<file path="config.mk">
export PLATFORM = sky130hd
export DESIGN_NAME = bus_arbiter_flat
export DESIGN_NICKNAME = d
export VERILOG_FILES = /design/src/rtl/bus_arbiter_if.sv /design/src/rtl/bus_arbiter.sv /design/src/flat_wrapper.sv
export SDC_FILE = /design/constraint.sdc
export NUM_CORES = 1
export LEC_CHECK = 0
export CAP_MARGIN = 40
export CORE_AREA = 2 2 144 146
export CTS_CLUSTER_DIAMETER = 50
export CTS_CLUSTER_SIZE = 25
export DETAILED_ROUTE_END_ITERATION = 16
export DIE_AREA = 0 0 146 148
export HOLD_SLACK_MARGIN = 0.08
export PLACE_DENSITY_LB_ADDON = 0.08
export SYNTH_ARGS = -nofsm -noshare
export SYNTH_HDL_FRONTEND = slang
export SYNTH_SLANG_ARGS = --single-unit
</file>
<file path="constraint.sdc">
create_clock -name clk -period 1.5 [get_ports clk]
set_clock_uncertainty 0.1 [all_clocks]
set_input_delay 0.3 -clock clk [delete_from_list [all_inputs] [get_ports clk]]
set_output_delay 0.3 -clock clk [all_outputs]
set_load 0.02 [all_outputs]
</file>
<file path="src/rtl/bus_arbiter_if.sv">
// bus_arbiter_if
// Groups every signal between the two masters, the arbiter and the
// peripheral Bus.
//   m0_* / m1_*  : request, command, grant, done and read data per master
//   bus_*        : single-cycle command to the Bus and its combinational
//                  read data
// Modports:
//   slave  - the arbiter side (receives master commands, drives the Bus)
//   master - the environment side (drives master commands, models the Bus)
//
// Handshake: a master raises mX_req with we/re/wob/addr/wdata stable and
// holds them until mX_done. The arbiter samples the command on the cycle it
// grants the master. mX_gnt is high for the ACCESS and RESP cycles.
// mX_done pulses for exactly the RESP cycle, and mX_rdata is valid in that
// cycle. A req still high in the following cycle counts as a new request.
interface bus_arbiter_if;
    logic        m0_req;
    logic        m0_we;
    logic        m0_re;
    logic        m0_wob;
    logic [31:0] m0_addr;
    logic [31:0] m0_wdata;
    logic        m0_gnt;
    logic        m0_done;
    logic [31:0] m0_rdata;

    logic        m1_req;
    logic        m1_we;
    logic        m1_re;
    logic        m1_wob;
    logic [31:0] m1_addr;
    logic [31:0] m1_wdata;
    logic        m1_gnt;
    logic        m1_done;
    logic [31:0] m1_rdata;

    logic        bus_we;
    logic        bus_re;
    logic        bus_wob;
    logic [31:0] bus_addr;
    logic [31:0] bus_wdata;
    logic [31:0] bus_rdata;

    modport slave (
        input  m0_req, m0_we, m0_re, m0_wob, m0_addr, m0_wdata,
        output m0_gnt, m0_done, m0_rdata,
        input  m1_req, m1_we, m1_re, m1_wob, m1_addr, m1_wdata,
        output m1_gnt, m1_done, m1_rdata,
        output bus_we, bus_re, bus_wob, bus_addr, bus_wdata,
        input  bus_rdata
    );

    modport master (
        output m0_req, m0_we, m0_re, m0_wob, m0_addr, m0_wdata,
        input  m0_gnt, m0_done, m0_rdata,
        output m1_req, m1_we, m1_re, m1_wob, m1_addr, m1_wdata,
        input  m1_gnt, m1_done, m1_rdata,
        input  bus_we, bus_re, bus_wob, bus_addr, bus_wdata,
        output bus_rdata
    );
endinterface

</file>
<file path="src/rtl/bus_arbiter.sv">
// bus_arbiter
// Two-master arbiter in front of the peripheral Bus. Master 0 is the CPU
// MEM stage. Master 1 is a secondary requester. Each transaction takes three
// cycles (IDLE -> ACCESS -> RESP), and the Bus sees one single-cycle access.
// Ports:
//   clk        system clock, all state on the rising edge
//   reset      synchronous, active-high
//   bus        bus_arbiter_if.slave (master commands and Bus drive)
//   dbg_state  current FSM state (0 IDLE, 1 ACCESS, 2 RESP)
// Parameters:
//   FIXED_PRIO 0 = round-robin on ties, 1 = master 0 always wins ties
module bus_arbiter #(
    parameter int FIXED_PRIO = 0
) (
    input  logic         clk,
    input  logic         reset,
    bus_arbiter_if.slave bus,
    output logic [1:0]   dbg_state
);

    typedef enum logic [1:0] {
        IDLE   = 2'd0,
        ACCESS = 2'd1,
        RESP   = 2'd2
    } state_t;

    state_t      state_q, state_d;
    logic        last_grant_q, last_grant_d;   // 0 = m0, 1 = m1
    logic        owner_q, owner_d;             // master owning the current transaction
    logic        cmd_we_q, cmd_we_d;
    logic        cmd_re_q, cmd_re_d;
    logic        cmd_wob_q, cmd_wob_d;
    logic [31:0] cmd_addr_q, cmd_addr_d;
    logic [31:0] cmd_wdata_q, cmd_wdata_d;
    logic [31:0] rdata0_q, rdata0_d;
    logic [31:0] rdata1_q, rdata1_d;

    logic        win;
    logic [31:0] rd_val;
    logic        in_access;
    logic        owned;
    logic        in_resp;

    always_comb begin
        state_d      = state_q;
        last_grant_d = last_grant_q;
        owner_d      = owner_q;
        cmd_we_d     = cmd_we_q;
        cmd_re_d     = cmd_re_q;
        cmd_wob_d    = cmd_wob_q;
        cmd_addr_d   = cmd_addr_q;
        cmd_wdata_d  = cmd_wdata_q;
        rdata0_d     = rdata0_q;
        rdata1_d     = rdata1_q;
        win          = 1'b0;
        rd_val       = 32'd0;

        case (state_q)
            IDLE: begin
                if (bus.m0_req || bus.m1_req) begin
                    if (bus.m0_req && bus.m1_req) begin
                        // Tie: fixed priority favours m0. Round-robin
                        // favours whoever was not granted last.
                        win = (FIXED_PRIO != 0) ? 1'b0 : ~last_grant_q;
                    end else begin
                        win = bus.m1_req;
                    end
                    state_d      = ACCESS;
                    owner_d      = win;
                    last_grant_d = win;
                    // Latch the command so the master is free to change
                    // its inputs once granted.
                    cmd_we_d     = win ? bus.m1_we    : bus.m0_we;
                    cmd_re_d     = win ? bus.m1_re    : bus.m0_re;
                    cmd_wob_d    = win ? bus.m1_wob   : bus.m0_wob;
                    cmd_addr_d   = win ? bus.m1_addr  : bus.m0_addr;
                    cmd_wdata_d  = win ? bus.m1_wdata : bus.m0_wdata;
                end
            end
            ACCESS: begin
                state_d = RESP;
                // A write (including we+re) or a null access leaves 0 behind.
                rd_val  = (cmd_re_q && !cmd_we_q) ? bus.bus_rdata : 32'd0;
                if (owner_q) begin
                    rdata1_d = rd_val;
                end else begin
                    rdata0_d = rd_val;
                end
            end
            RESP: begin
                state_d = IDLE;
            end
            default: begin
                state_d = IDLE;
            end
        endcase
    end

    always_ff @(posedge clk) begin
        if (reset) begin
            state_q      <= IDLE;
            last_grant_q <= 1'b1;
            owner_q      <= 1'b0;
            cmd_we_q     <= 1'b0;
            cmd_re_q     <= 1'b0;
            cmd_wob_q    <= 1'b0;
            cmd_addr_q   <= 32'd0;
            cmd_wdata_q  <= 32'd0;
            rdata0_q     <= 32'd0;
            rdata1_q     <= 32'd0;
        end else begin
            state_q      <= state_d;
            last_grant_q <= last_grant_d;
            owner_q      <= owner_d;
            cmd_we_q     <= cmd_we_d;
            cmd_re_q     <= cmd_re_d;
            cmd_wob_q    <= cmd_wob_d;
            cmd_addr_q   <= cmd_addr_d;
            cmd_wdata_q  <= cmd_wdata_d;
            rdata0_q     <= rdata0_d;
            rdata1_q     <= rdata1_d;
        end
    end

    assign in_access = (state_q == ACCESS);
    assign in_resp   = (state_q == RESP);
    assign owned     = in_access || in_resp;

    // Enables are gated by reset, so a write in flight during a reset cycle
    // never reaches a peripheral.
    assign bus.bus_we    = in_access && cmd_we_q && !reset;
    assign bus.bus_re    = in_access && cmd_re_q && !cmd_we_q && !reset;
    assign bus.bus_wob   = in_access && cmd_wob_q;
    assign bus.bus_addr  = in_access ? cmd_addr_q  : 32'd0;
    assign bus.bus_wdata = in_access ? cmd_wdata_q : 32'd0;

    assign bus.m0_gnt   = owned && !owner_q;
    assign bus.m1_gnt   = owned && owner_q;
    // A reset landing on RESP aborts the transaction, so it produces no done.
    assign bus.m0_done  = in_resp && !owner_q && !reset;
    assign bus.m1_done  = in_resp && owner_q && !reset;
    assign bus.m0_rdata = rdata0_q;
    assign bus.m1_rdata = rdata1_q;

    assign dbg_state = state_q;

endmodule

</file>
<file path="src/flat_wrapper.sv">
// flat-port wrapper written by rule: the top's interface ports become plain ports
module bus_arbiter_flat 
#(
    parameter int FIXED_PRIO = 0
)
  (clk, reset, dbg_state, bus_m0_req, bus_m0_we, bus_m0_re, bus_m0_wob, bus_m0_addr, bus_m0_wdata, bus_m0_gnt, bus_m0_done, bus_m0_rdata, bus_m1_req, bus_m1_we, bus_m1_re, bus_m1_wob, bus_m1_addr, bus_m1_wdata, bus_m1_gnt, bus_m1_done, bus_m1_rdata, bus_bus_we, bus_bus_re, bus_bus_wob, bus_bus_addr, bus_bus_wdata, bus_bus_rdata);
  bus_arbiter_if bus_i ();
  input  logic clk;
  input  logic reset;
  output logic [1:0] dbg_state;
  input wire logic [$bits(bus_i.m0_req)-1:0] bus_m0_req;
  input wire logic [$bits(bus_i.m0_we)-1:0] bus_m0_we;
  input wire logic [$bits(bus_i.m0_re)-1:0] bus_m0_re;
  input wire logic [$bits(bus_i.m0_wob)-1:0] bus_m0_wob;
  input wire logic [$bits(bus_i.m0_addr)-1:0] bus_m0_addr;
  input wire logic [$bits(bus_i.m0_wdata)-1:0] bus_m0_wdata;
  output wire logic [$bits(bus_i.m0_gnt)-1:0] bus_m0_gnt;
  output wire logic [$bits(bus_i.m0_done)-1:0] bus_m0_done;
  output wire logic [$bits(bus_i.m0_rdata)-1:0] bus_m0_rdata;
  input wire logic [$bits(bus_i.m1_req)-1:0] bus_m1_req;
  input wire logic [$bits(bus_i.m1_we)-1:0] bus_m1_we;
  input wire logic [$bits(bus_i.m1_re)-1:0] bus_m1_re;
  input wire logic [$bits(bus_i.m1_wob)-1:0] bus_m1_wob;
  input wire logic [$bits(bus_i.m1_addr)-1:0] bus_m1_addr;
  input wire logic [$bits(bus_i.m1_wdata)-1:0] bus_m1_wdata;
  output wire logic [$bits(bus_i.m1_gnt)-1:0] bus_m1_gnt;
  output wire logic [$bits(bus_i.m1_done)-1:0] bus_m1_done;
  output wire logic [$bits(bus_i.m1_rdata)-1:0] bus_m1_rdata;
  output wire logic [$bits(bus_i.bus_we)-1:0] bus_bus_we;
  output wire logic [$bits(bus_i.bus_re)-1:0] bus_bus_re;
  output wire logic [$bits(bus_i.bus_wob)-1:0] bus_bus_wob;
  output wire logic [$bits(bus_i.bus_addr)-1:0] bus_bus_addr;
  output wire logic [$bits(bus_i.bus_wdata)-1:0] bus_bus_wdata;
  input wire logic [$bits(bus_i.bus_rdata)-1:0] bus_bus_rdata;
  assign bus_i.m0_req = bus_m0_req;
  assign bus_i.m0_we = bus_m0_we;
  assign bus_i.m0_re = bus_m0_re;
  assign bus_i.m0_wob = bus_m0_wob;
  assign bus_i.m0_addr = bus_m0_addr;
  assign bus_i.m0_wdata = bus_m0_wdata;
  assign bus_m0_gnt = bus_i.m0_gnt;
  assign bus_m0_done = bus_i.m0_done;
  assign bus_m0_rdata = bus_i.m0_rdata;
  assign bus_i.m1_req = bus_m1_req;
  assign bus_i.m1_we = bus_m1_we;
  assign bus_i.m1_re = bus_m1_re;
  assign bus_i.m1_wob = bus_m1_wob;
  assign bus_i.m1_addr = bus_m1_addr;
  assign bus_i.m1_wdata = bus_m1_wdata;
  assign bus_m1_gnt = bus_i.m1_gnt;
  assign bus_m1_done = bus_i.m1_done;
  assign bus_m1_rdata = bus_i.m1_rdata;
  assign bus_bus_we = bus_i.bus_we;
  assign bus_bus_re = bus_i.bus_re;
  assign bus_bus_wob = bus_i.bus_wob;
  assign bus_bus_addr = bus_i.bus_addr;
  assign bus_bus_wdata = bus_i.bus_wdata;
  assign bus_i.bus_rdata = bus_bus_rdata;
  bus_arbiter #(.FIXED_PRIO(FIXED_PRIO)) u_core (.clk(clk), .reset(reset), .bus(bus_i), .dbg_state(dbg_state));
endmodule
</file>
Word level (Yosys, flattened, before mapping)
Cells that the tools add are included.
- output and inout port bits: 137
- bits in registers: 135
- word-level logic and storage cells: 51
- bits of input ports: 170
- reductions and logical operators: 23
- bitwise operators: 2
- equal/unequal tests: 3
- mux-type cells: 13
- operators by type and width (operator ; count):
    2-to-1 mux 32 bit ; 5
    logical AND 1 bit ; 14
    2-to-1 mux 1 bit ; 6
    AND reduction 2 bit ; 3
    case mux 2 bit (2 select lines) ; 1
    zero test 1 bit ; 3
    equality test 2 x 1 -> 1 bit (second input constant) ; 1
    equality test 2 bit (second input constant) ; 1
    zero test 2 bit ; 1
    logical OR 1 bit ; 2
    2-to-1 mux 2 bit ; 1
    inequality test 2 x 1 -> 1 bit (second input constant) ; 1
    inverter 1 bit ; 2

Depth between registers and ports, before layout
Gate-level depths: netlist of the first run.
- word-level depth: 5
- mapped depth: 7
- gate-level depth less buffers: 5

Worst setup path after synthesis of the first run
OpenSTA, ideal clock, no wires.
- kind: reg2out
- start point: register u_core.state_q[0] (netlist: u_core.dbg_state[0])
- end point: output port bus_bus_addr[10]
- data required time: 1.100 ns
- slack: -0.376 ns
- arrival: 1.476 ns
- stages on the path, launching flop included: 5
- path buffers: 2
- cell sequence: dfxtp_1 -> ha_1 -> clkbuf_1 -> clkbuf_1 -> and2_1
- word-level cells in the longest chain between the ends: 2
- ends and longest elaborated chain (what ; line ; RTL):
    start, declared ; bus_arbiter.sv:27 ; state_t state_q, state_d;
    start signal, assigned ; bus_arbiter.sv:112 ; state_q <= state_d;
    equality test 2 x 1 -> 1 bit ; bus_arbiter.sv:125 ; assign in_access = (state_q == ACCESS);
    2-to-1 mux 32 bit ; bus_arbiter.sv:134 ; assign bus.bus_addr = in_access ? cmd_addr_q : 32'd0;
    end, declared ; flat_wrapper.sv:32 ; output wire logic [$bits(bus_i.bus_addr)-1:0] bus_bus_addr;
No other way between the ends.

Worst setup path in the final report of the first run
- start point: register u_core.state_q[1] (netlist: u_core.dbg_state[1])
- end point: output port bus_bus_wdata[11]
- word-level cells in the longest chain between the ends: 2
- ends and longest elaborated chain (what ; line ; RTL):
    equality test 2 x 1 -> 1 bit ; bus_arbiter.sv:125 ;
    2-to-1 mux 32 bit ; bus_arbiter.sv:135 ; assign bus.bus_wdata = in_access ? cmd_wdata_q : 32'd0;
    end, declared ; flat_wrapper.sv:33 ; output wire logic [$bits(bus_i.bus_wdata)-1:0] bus_bus_wdata;
No other way between the ends.

==> results of run 1 <==
[layout by cell type (no fill, tap or decap), types with 13 or more instances in the layout]
master | synthesis | routed
a21oi_1 | 132 | 76
nand3_1 | 64 | 16
clkdlybuf4s15_2 | 0 | 17
nand2_1 | 132 | 132
a21oi_2 | 0 | 54
and2_4 | 0 | 46
a211oi_2 | 0 | 21
nand3_4 | 0 | 28
clkbuf_16 | 0 | 33
dfxtp_1 | 135 | 133
nand3_2 | 0 | 20
nor2_1 | 69 | 58
and2_2 | 0 | 13
clkdlybuf4s50_1 | 0 | 167
clkdlybuf4s15_1 | 0 | 39
buf_6 | 2 | 80
buf_4 | 1 | 39
a211oi_1 | 67 | 46
buf_12 | 0 | 19
[what timing repair did]
item / 4_1_cts / 5_1_grt
gates cloned: 9 / 22
pin swaps: 7 / 122
hold buffers: 0 / 0
setup endpoints to repair: 262 / 253
setup buffers: 1 / 25
gates resized for setup: 540 / 257
[report_power, final]
group	total, W	internal (W)	switching (W)
Combinational	0.00379	0.00199	0.00181
Sequential	0.00404	0.00387	0.000175
Clock	0.00443	0.00253	0.00190
Total	0.0123	0.00838	0.00388
[critical path: stages (launching register included)]
cell and delay, ns:
dfxtp_4 0.36, inv_4 0.04, ha_4 0.18, buf_12 0.14, buf_6 0.15, and2_1 0.17
buf_6 0.13
[sequential cells by signal, summed over array words and instances, names as in the netlist]
name and cells:
u_core.owner_q 1, u_core.bus.m0_rdata 32, u_core.last_grant_q 1, u_core.cmd_wdata_q 32
u_core.cmd_wob_q 1, u_core.dbg_state 2, u_core.cmd_we_q 1, u_core.cmd_addr_q 32
u_core.bus.m1_rdata 32, u_core.cmd_re_q 1
[stage by stage]
stage / hold WS, ns / util (%)
after global placement: 0.3413 / 47.42
after detailed placement: 0.3456 / 47.42
final: 0.2302 / 60.53
after floorplan: 0.3410 / -
after CTS: 0.2343 / 52.17
after global routing: 0.2489 / 60.53
[metal layers]
layer	GRT usage (%)	part of all wire (%)
met5	0	0
met4	8.689	2.6
met3	6.852	6.8
met2	34.29	48
met1	25.52	42
[worst min-delay path by stage]
stage / start / endpoint / depth (start not counted)
floorplan: bus_m0_addr[0] / u_core.cmd_addr_q[0]$_SDFFE_PP0P_ / 2
CTS: reset / u_core.cmd_addr_q[20]$_SDFFE_PP0P_ / 3
finish: reset / u_core.cmd_addr_q[20]$_SDFFE_PP0P_ / 3
global route: reset / u_core.cmd_addr_q[28]$_SDFFE_PP0P_ / 3
global placement: u_core.bus.m0_rdata[7]$_SDFFE_PP0P_ / u_core.bus.m0_rdata[7]$_SDFFE_PP0P_ / 2
detailed placement: u_core.bus.m0_rdata[2]$_SDFFE_PP0P_ / u_core.bus.m0_rdata[2]$_SDFFE_PP0P_ / 2
[cell families after synthesis]
kind of cell | synth area share [%]
muxes | 0.1702
AOI/OAI and AO/OA | 20.66
and+or+nand+nor | 26.85
DFF | 45.95
adders and majority gates | 0.8509
buffers and inverters | 5.531
[final cells by class]
cell class	instances	area (um2)	share of cell area, %
diodes	1	2.502	0.02063
clock buffers	17	425.4	3.507
clock inverters	15	185.2	1.527
inverters	2	10.01	0.08252
multi-input cells	555	3921	32.33
flip-flops and latches	135	2710	22.34
well taps	270	337.8	2.785
repair buffers	396	4538	37.41
==> run_results.csv, run 1 <==
group,metric,value,unit
sta,hold_viol_final,0,
synth,synth_warnings,0,
setup_path,r2r-start,"u_core.dbg_state[1]$_SDFFE_PP0P_",
die,rows,52,
placed_design,portBuffers,306,
detailed_routing,vias_per_cell,4.943,
synth,synth_top_cell_by_area,"dfxtp_1",
min_path,hold_path.class,"input port to flop",
cells_and_area,fin_cells,1391,
cells_and_area,final_area,0.01213,mm2
die,die_h,148,um
synth,synth_edf_count,0,
setup_path,crit_path_end,"bus_bus_wdata[11]",
placed_design,place.gp.congestion,0.7916,
synth,syn_inst,763,
cells_and_area,drive_gt1_share,38.13,%
sta,maxSlewHeadroom,40.49,%
synth,synth_commonest_cells,"dfxtp_1, a21oi_1, nand2_1",
die,dieArea,0.02161,mm2
sta,fmax,501.1,MHz
detailed_routing,route.detailed.drc,0,
clocking,clock_latency,0.42,ns
status,status,"finished with violations",
grt,globalRouteOverflowTotal,0,
detailed_routing,drtIter0Drc,278,
synth,syn_nets,937,
synth,synth-seq-cells,135,
detailed_routing,wl_per_cell,19.06,um
clocking,numClockSinks,135,
grt,antenna_found_initial,1,
placed_design,place_hpwl,14960,um
setup_path,worst_setup_path_end_kind,"output port",
status,failed_checks,"negative setup slack",
synth,syn-cell-area,0.005882,mm2
detailed_routing,final_antenna_net_count,0,
sta,final-max-slew-violation-count,0,
sta,tns,-53.80,ns
synth,ys_seq_area_share,45.95,%
setup_path,r2r_cells,10,
grt,grt_pass1_wl,35530,um
setup_path,critical_path_class,"flop to output port",
sta,rsz0062_at_grt,"yes",
sta,finalCritPeriodShare,133.0,%
power,power,0.01226,W
detailed_routing,drt-total-wl,26510,um
clocking,cts_max_path_buffers,2,
clocking,cts_tree,"done",
run,cap_violations,0,
sta,worstMarginPinSlew,0.8927,ns
setup_path,startpoint,"u_core.dbg_state[1]$_SDFFE_PP0P_",
sta,setup_viol,204,
synth,async_reset_ff_share,0,%
synth,synthFlopType,"dfxtp_1",
cells_and_area,nets,1281,
sta,setup_slack,-0.4955,ns
die,core_region_area,0.02004,mm2
setup_path,crit_fanout,9,
setup_path,cp-start-kind,"flop",
setup_path,rr_endpoint,"u_core.bus.m0_rdata[30]$_SDFFE_PP0P_",
placed_design,dp.cells,1302,
die,die_x,146,um
setup_path,arrival,1.60,ns
placed_design,dp_slack,-0.4585,ns
setup_path,crit_required,1.10,ns
clocking,htreeDepth,4,
detailed_routing,dr.pass1.iters,5,
clocking,cts.root.buffer_cell,"clkbuf_16",
clocking,cts_buffers,17,
grt,grt_usage,20.97,%
synth,syn_area_per_cell,7.709,um2
synth,synth_top_cells_by_area,"dfxtp_1, a21oi_1, a211oi_1",
clocking,clk_pin_slew,0.07,ns
synth,synth_most_common_cell,"dfxtp_1",
setup_path,reg2reg_setup_slack,-0.30,ns
placed_design,placed_area,0.009503,mm2
power,pwr_density_cell,1011,mW/mm2
synth,synth.distinct_cells,27,
cells_and_area,num-fill-cells,1795,
die,initial_core_util,29.35,%
sta,fin_crit,1.996,ns
grt,grt_pass1_vias,6413,
power,vdd_drop_max,0.8023,mV
die,ios,307,
power,cellLeakagePower,4.621,nW
grt,grt_max_degree,61,
cells_and_area,syn_to_final_growth,106.2,%
synth,synth_top_area_share,45.95,%
detailed_routing,vias,6876,
(Power assumes the default switching activity.)
==> run 2, diff against run 1 <==
--- a/config.mk
+++ b/config.mk
@@ -6,11 +6,11 @@
 export NUM_CORES = 1
 export LEC_CHECK = 0
 export CAP_MARGIN = 40
-export CORE_AREA = 2 2 144 146
+export CORE_AREA = 2 2 139 141
 export CTS_CLUSTER_DIAMETER = 50
 export CTS_CLUSTER_SIZE = 25
 export DETAILED_ROUTE_END_ITERATION = 16
-export DIE_AREA = 0 0 146 148
+export DIE_AREA = 0 0 141 143
 export HOLD_SLACK_MARGIN = 0.08
 export PLACE_DENSITY_LB_ADDON = 0.08
 export SYNTH_ARGS = -nofsm -noshare
==> run 2 against run 1 <==
The run still ends with negative setup slack left. Combinational power barely moved. Register-to-register slack is essentially flat. Setup slack improved by 0.020 ns. Core utilization rose by 2.8 points. Final cell count decreased by 4.2%. Die area decreased by 6.7%. Design area fell by 2.9%. Critical endpoint is now bus_bus_addr[21]. Highest routed layer unchanged.
==> run_results.csv, run 2 (same netlist as run 1, synthesis figures left out) <==
group,metric,value,unit
status,status,"finished with violations",
status,failed_checks,"negative setup slack",
min_path,hold_end,"u_core.cmd_wdata_q[19]$_SDFFE_PP0P_",
clocking,clock_latency,0.42,ns
grt,grt_usage,22.29,%
detailed_routing,final_antenna_net_count,0,
sta,worstMarginPinSlew,0.5988,ns
placed_design,place.gp.congestion,0.7523,
sta,tns,-51.92,ns
clocking,cts_tree,"done",
setup_path,reg2reg_setup_slack,-0.31,ns
placed_design,place_hpwl,14380,um
run,cap_violations,0,
detailed_routing,vias,6752,
cells_and_area,final_area,0.01177,mm2
detailed_routing,wl_per_cell,18.83,um
detailed_routing,vias_per_cell,5.069,
placed_design,placed_area,0.009433,mm2
cells_and_area,multi_input_area,0.004061,mm2
cells_and_area,num-fill-cells,1591,
detailed_routing,drtIter0Drc,280,
setup_path,cp-start-kind,"flop",
setup_path,critical_path_class,"flop to output port",
cells_and_area,nets,1259,
grt,antenna_found_initial,0,
cells_and_area,utilization,63.37,%
setup_path,r2r_cells,10,
power,cellLeakagePower,4.534,nW
clocking,cts.root.buffer_cell,"clkbuf_16",
grt,grt_pass1_vias,6425,
clocking,htreeDepth,4,
cells_and_area,drive_gt1_share,40.53,%
setup_path,rr_endpoint,"u_core.cmd_wdata_q[20]$_SDFFE_PP0P_",
setup_path,crit_fanout,11,
grt,grt_max_degree,65,
die,initial_core_util,31.66,%
die,rows,50,
sta,fin_crit,1.976,ns
sta,maxSlewHeadroom,60.08,%
min_path,hold_path.class,"input port to flop",
die,die_x,141,um
die,die_h,143,um
setup_path,crit_required,1.10,ns
sta,finalCritPeriodShare,131.7,%
cells_and_area,regArea,0.002710,mm2
cells_and_area,antennaDiodeCount,0,
detailed_routing,drt-total-wl,25090,um
setup_path,worst_setup_path_end_kind,"output port",
sta,setup_viol,194,
sta,rsz0062_at_grt,"yes",
sta,setup_slack,-0.4758,ns
clocking,ctsHoldBuffers,0,
clocking,numClockSinks,135,
min_path,hold_path.startpoint,"reset",
clocking,cts_max_path_buffers,2,
detailed_routing,dr.pass1.iters,4,
setup_path,r2r-start,"u_core.dbg_state[1]$_SDFFE_PP0P_",
cells_and_area,final_common_cell,"clkdlybuf4s50_1",
grt,grt_pass1_wl,35200,um
detailed_routing,route.detailed.drc,0,
min_path,holdPathStages,3,
clocking,clk_pin_slew,0.06,ns
sta,hold_viol_final,0,
sta,fmax,506.1,MHz
grt,globalRouteOverflowTotal,0,
cells_and_area,mostFrequentLayoutCells,"clkdlybuf4s50_1, dfxtp_1, nand2_1",
cells_and_area,syn_to_final_growth,100.2,%
die,dieArea,0.02016,mm2
die,core_region_area,0.01858,mm2
placed_design,portBuffers,306,
die,ios,307,
sta,final-max-slew-violation-count,0,
clocking,cts_buffers,17,
power,vdd_drop_max,0.7868,mV
power,pwr_density_cell,1059,mW/mm2
setup_path,arrival,1.58,ns
[run 2: cell type report]
class | count | area share, %
multi-input combinational | 554 | 34.50
timing repair buffer | 375 | 34.43
sequential | 135 | 23.02
clock buffer | 19 | 3.847
tap | 234 | 2.487
clock inverter | 13 | 1.637
inverter | 2 | 0.08502
[run 2: how the worst max path moves through the flow]
stage	from	endpoint	slack, ns	depth (start not counted)
after floorplan	u_core.dbg_state[1]$_SDFFE_PP0P_	bus_bus_addr[27]	-0.05	5
after global placement	bus_m0_req	u_core.cmd_wdata_q[11]$_SDFFE_PP0P_	-0.42	5
after detailed placement	bus_m0_req	u_core.cmd_wdata_q[8]$_SDFFE_PP0P_	-0.47	5
after CTS	u_core.dbg_state[1]$_SDFFE_PP0P_	bus_bus_addr[13]	-0.52	5
after global routing	u_core.dbg_state[1]$_SDFFE_PP0P_	bus_bus_addr[21]	-0.54	5
final	u_core.dbg_state[1]$_SDFFE_PP0P_	bus_bus_addr[21]	-0.48	5
[run 2: metrics by stage]
| stage | total power, W | worst slack (ns) | cells | hold slack, ns |
|---|---|---|---|---|
| finish | 0.01247 | -0.4758 | 1332 | 0.2516 |
| global route | 0.01297 | -0.5368 | 1332 | 0.2541 |
| CTS | 0.01163 | -0.5187 | 1311 | 0.2199 |
| detailed placement | 0.006565 | -0.4663 | 1264 | 0.3455 |
| global placement | 0.006563 | -0.4157 | 1264 | 0.3419 |
| floorplan | 0.005359 | -0.05072 | 763 | 0.3410 |
[run 2: report_power, final]
| part | total, W | leakage (nW) | internal, W | switching [W] |
|---|---|---|---|---|
| logic | 0.00382 | 3.11 | 0.00196 | 0.00186 |
| clock network | 0.00459 | 0.312 | 0.00290 | 0.00170 |
| registers | 0.00406 | 1.11 | 0.00387 | 0.000191 |
[run 2: critical path: stages, from the launching register on]
cell             delay (ns)
dfxtp_4                0.35
inv_4                  0.06
ha_4                   0.19
buf_6                  0.15
and2_4                 0.14
clkdlybuf4s15_2        0.25
[run 2: routing by layer]
layer | global-route usage (%) | share of wire (%) | vias to the layer above
met1 | 28.53 | 43 | 3229
met5 | 0 | 0 | -
li1 | - | - | 3259
met4 | 6.211 | 1.9 | 0
met3 | 7.042 | 6.7 | 34
met2 | 36.38 | 48 | 230
[run 2: what timing repair did]
action / 4_1_cts / 5_1_grt
resized for setup: 538 / 318
endpoints found under the hold margin: 0 / 0
setup buffers: 5 / 13
pin swaps: 13 / 68
setup endpoints to repair: 268 / 259
gates cloned: 10 / 13
==> run 3, diff against run 2 <==
--- a/config.mk
+++ b/config.mk
@@ -12,7 +12,7 @@
 export DETAILED_ROUTE_END_ITERATION = 16
 export DIE_AREA = 0 0 141 143
 export HOLD_SLACK_MARGIN = 0.08
-export PLACE_DENSITY_LB_ADDON = 0.08
+export PLACE_DENSITY = 0.69
 export SYNTH_ARGS = -nofsm -noshare
 export SYNTH_HDL_FRONTEND = slang
 export SYNTH_SLANG_ARGS = --single-unit
==> run 3 against run 2 <==
The flow still finishes with violations (negative setup slack). Maximum frequency fell by 0.45%. Setup slack worse by 0.0090 ns. First-iteration DRC count grew 17%. Sequential share of layout area is 0.50 points lower. Register-to-register slack worse by 0.09 ns. Sequential cell count unchanged. Global-route usage shrank 0.96 points. Hold slack improved by 0.0054 ns. Critical path type unchanged. Largest power group unchanged.
==> run_results.csv, run 3 (same netlist as run 1, synthesis figures left out) <==
group,metric,value,unit
cells_and_area,fin_cells,1342,
grt,grt_usage,21.33,%
sta,setup_slack,-0.4848,ns
placed_design,portBuffers,306,
setup_path,crit_top_cell,"buf_12",
detailed_routing,final_antenna_net_count,0,
cells_and_area,num-fill-cells,1502,
sta,rsz0062_at_grt,"yes",
grt,antenna_found_initial,0,
cells_and_area,nets,1269,
setup_path,cp_top_family,"buffers and inverters",
status,failed_checks,"negative setup slack",
clocking,cts_buffers,17,
power,cellLeakagePower,4.609,nW
die,initial_core_util,31.66,%
clocking,cts_tree,"done",
grt,globalRouteOverflowTotal,0,
placed_design,dp.cells,1267,
sta,worstMarginPinSlew,0.8201,ns
setup_path,crit_fanout,7,
sta,maxSlewHeadroom,45.33,%
sta,whs,0.2569,ns
die,die_x,141,um
sta,fin_crit,1.985,ns
sta,tns,-53.56,ns
setup_path,slowest_stage,"dfxtp_4",
grt,grt_max_degree,65,
cells_and_area,antennaDiodeCount,0,
grt,grt_pass1_wl,33740,um
die,core_region_area,0.01858,mm2
detailed_routing,drtIter0Drc,328,
clocking,cts.root.buffer_cell,"clkbuf_16",
clocking,clock_latency,0.41,ns
sta,setup_viol,209,
detailed_routing,vias,6978,
setup_path,critical_path_class,"flop to output port",
detailed_routing,drt-total-wl,27240,um
cells_and_area,drive_gt1_share,42.87,%
run,cap_violations,0,
cells_and_area,final_common_cell,"clkdlybuf4s50_1",
setup_path,worst_setup_path_end_kind,"output port",
cells_and_area,mostFrequentLayoutCells,"clkdlybuf4s50_1, dfxtp_1, nand2_1",
placed_design,place.gp.congestion,0.8006,
sta,fmax,503.8,MHz
die,ios,307,
setup_path,path_buf_inv,4,
setup_path,slowest_delay,0.35,ns
clocking,htreeDepth,4,
detailed_routing,vias_per_cell,5.200,
die,die_h,143,um
clocking,clk_pin_slew,0.06,ns
power,vdd_drop_max,0.7561,mV
setup_path,cp-start-kind,"flop",
clocking,ctsHoldBuffers,0,
grt,grt_pass1_vias,6267,
setup_path,arrival,1.58,ns
clocking,numClockSinks,135,
clocking,cts_max_path_buffers,2,
sta,final-max-slew-violation-count,0,
cells_and_area,final_area,0.01203,mm2
sta,hold_viol_final,0,
detailed_routing,route.detailed.drc,0,
setup_path,crit_chain,"inv_4 -> ha_4 -> buf_12 -> buf_12 -> and3b_1 -> buf_6",
placed_design,place_hpwl,14700,um
detailed_routing,dr.pass1.iters,5,
min_path,hold_path.class,"input port to flop",
power,pwr_density_cell,1004,mW/mm2
placed_design,placed_area,0.009458,mm2
setup_path,crit_required,1.10,ns
cells_and_area,syn_to_final_growth,104.6,%
die,rows,50,
die,dieArea,0.02016,mm2
status,status,"finished with violations",
sta,finalCritPeriodShare,132.3,%
detailed_routing,wl_per_cell,20.30,um
## run 3: cell types whose count changed in the layout (fill, tap and decap cells not counted), moves of 26 or more
| cell | before | now |
|---|---|---|
| nand3_1 | 57 | 10 |
| a21oi_4 | 40 | 4 |
| a21oi_2 | 46 | 75 |
| a211oi_1 | 14 | 42 |
| a211oi_2 | 53 | 25 |
| nand2_1 | 131 | 105 |
| nand3_4 | 0 | 26 |
## run 3: final cells by class
class	instances	area (um2)	share of cell area, %
Sequential cell	135	2710	22.52
Multi-Input combinational cell	555	4180	34.74
Clock buffer	17	425.4	3.535
Clock inverter	15	178.9	1.487
Timing Repair Buffer	384	4235	35.20
Tap cell	234	292.8	2.433
Inverter	2	10.01	0.08319
## run 3: through the flow
step                      util (%)  worst slack (ns)  power [W]
after floorplan                  -          -0.05072   0.005359
after global placement       50.90           -0.4349   0.006556
after detailed placement     50.90           -0.4952   0.006570
after CTS                    55.15           -0.5056    0.01101
after global routing         64.76           -0.5291    0.01253
final                        64.76           -0.4848    0.01208
## run 3: power breakdown
| part | total (W) | internal [W] | leakage, nW | switching [W] |
|---|---|---|---|---|
| Clock | 0.00433 | 0.00263 | 0.297 | 0.00171 |
| Sequential | 0.00404 | 0.00387 | 1.11 | 0.000172 |
| Combinational | 0.00371 | 0.00185 | 3.20 | 0.00186 |
## run 3: final timing paths
kind,from,end,slack (ns),cells past startpoint
setup / recovery,u_core.dbg_state[1]$_SDFFE_PP0P_,bus_bus_re,-0.48,6
hold / removal,reset,u_core.cmd_wdata_q[2]$_SDFFE_PP0P_,0.26,3
setup reg to reg,u_core.dbg_state[1]$_SDFFE_PP0P_,u_core.bus.m0_rdata[3]$_SDFFE_PP0P_,-0.40,10
hold reg to reg,u_core.bus.m1_rdata[22]$_SDFFE_PP0P_,u_core.bus.m1_rdata[22]$_SDFFE_PP0P_,0.35,2
## run 3: routing by layer
| metal | wire, um | vias up | global-route usage (%) |
|---|---|---|---|
| li1 | - | 3277 | - |
| met1 | 10970 | 3378 | 25.68 |
| met2 | 13930 | 280 | 37.30 |
| met3 | 1743 | 43 | 5.332 |
| met4 | 590 | 0 | 7.158 |
| met5 | 0 | - | 0 |
## run 3: what timing repair did
action                                  CTS  global route
gates cloned                              7            27
resized for setup                       485           386
endpoints found under the setup margin  263           254
buffers inserted                          4            11
pin swaps                                 9           192
## run 3: worst register-to-register path, stage by stage (launching register included)
cell and delay, ns:
dfxtp_4 0.35, inv_4 0.06, ha_4 0.16, buf_12 0.14
buf_16 0.12, buf_8 0.10, nor2b_4 0.24, buf_12 0.15
clkbuf_16 0.16, nand3_1 0.08, a21oi_1 0.18
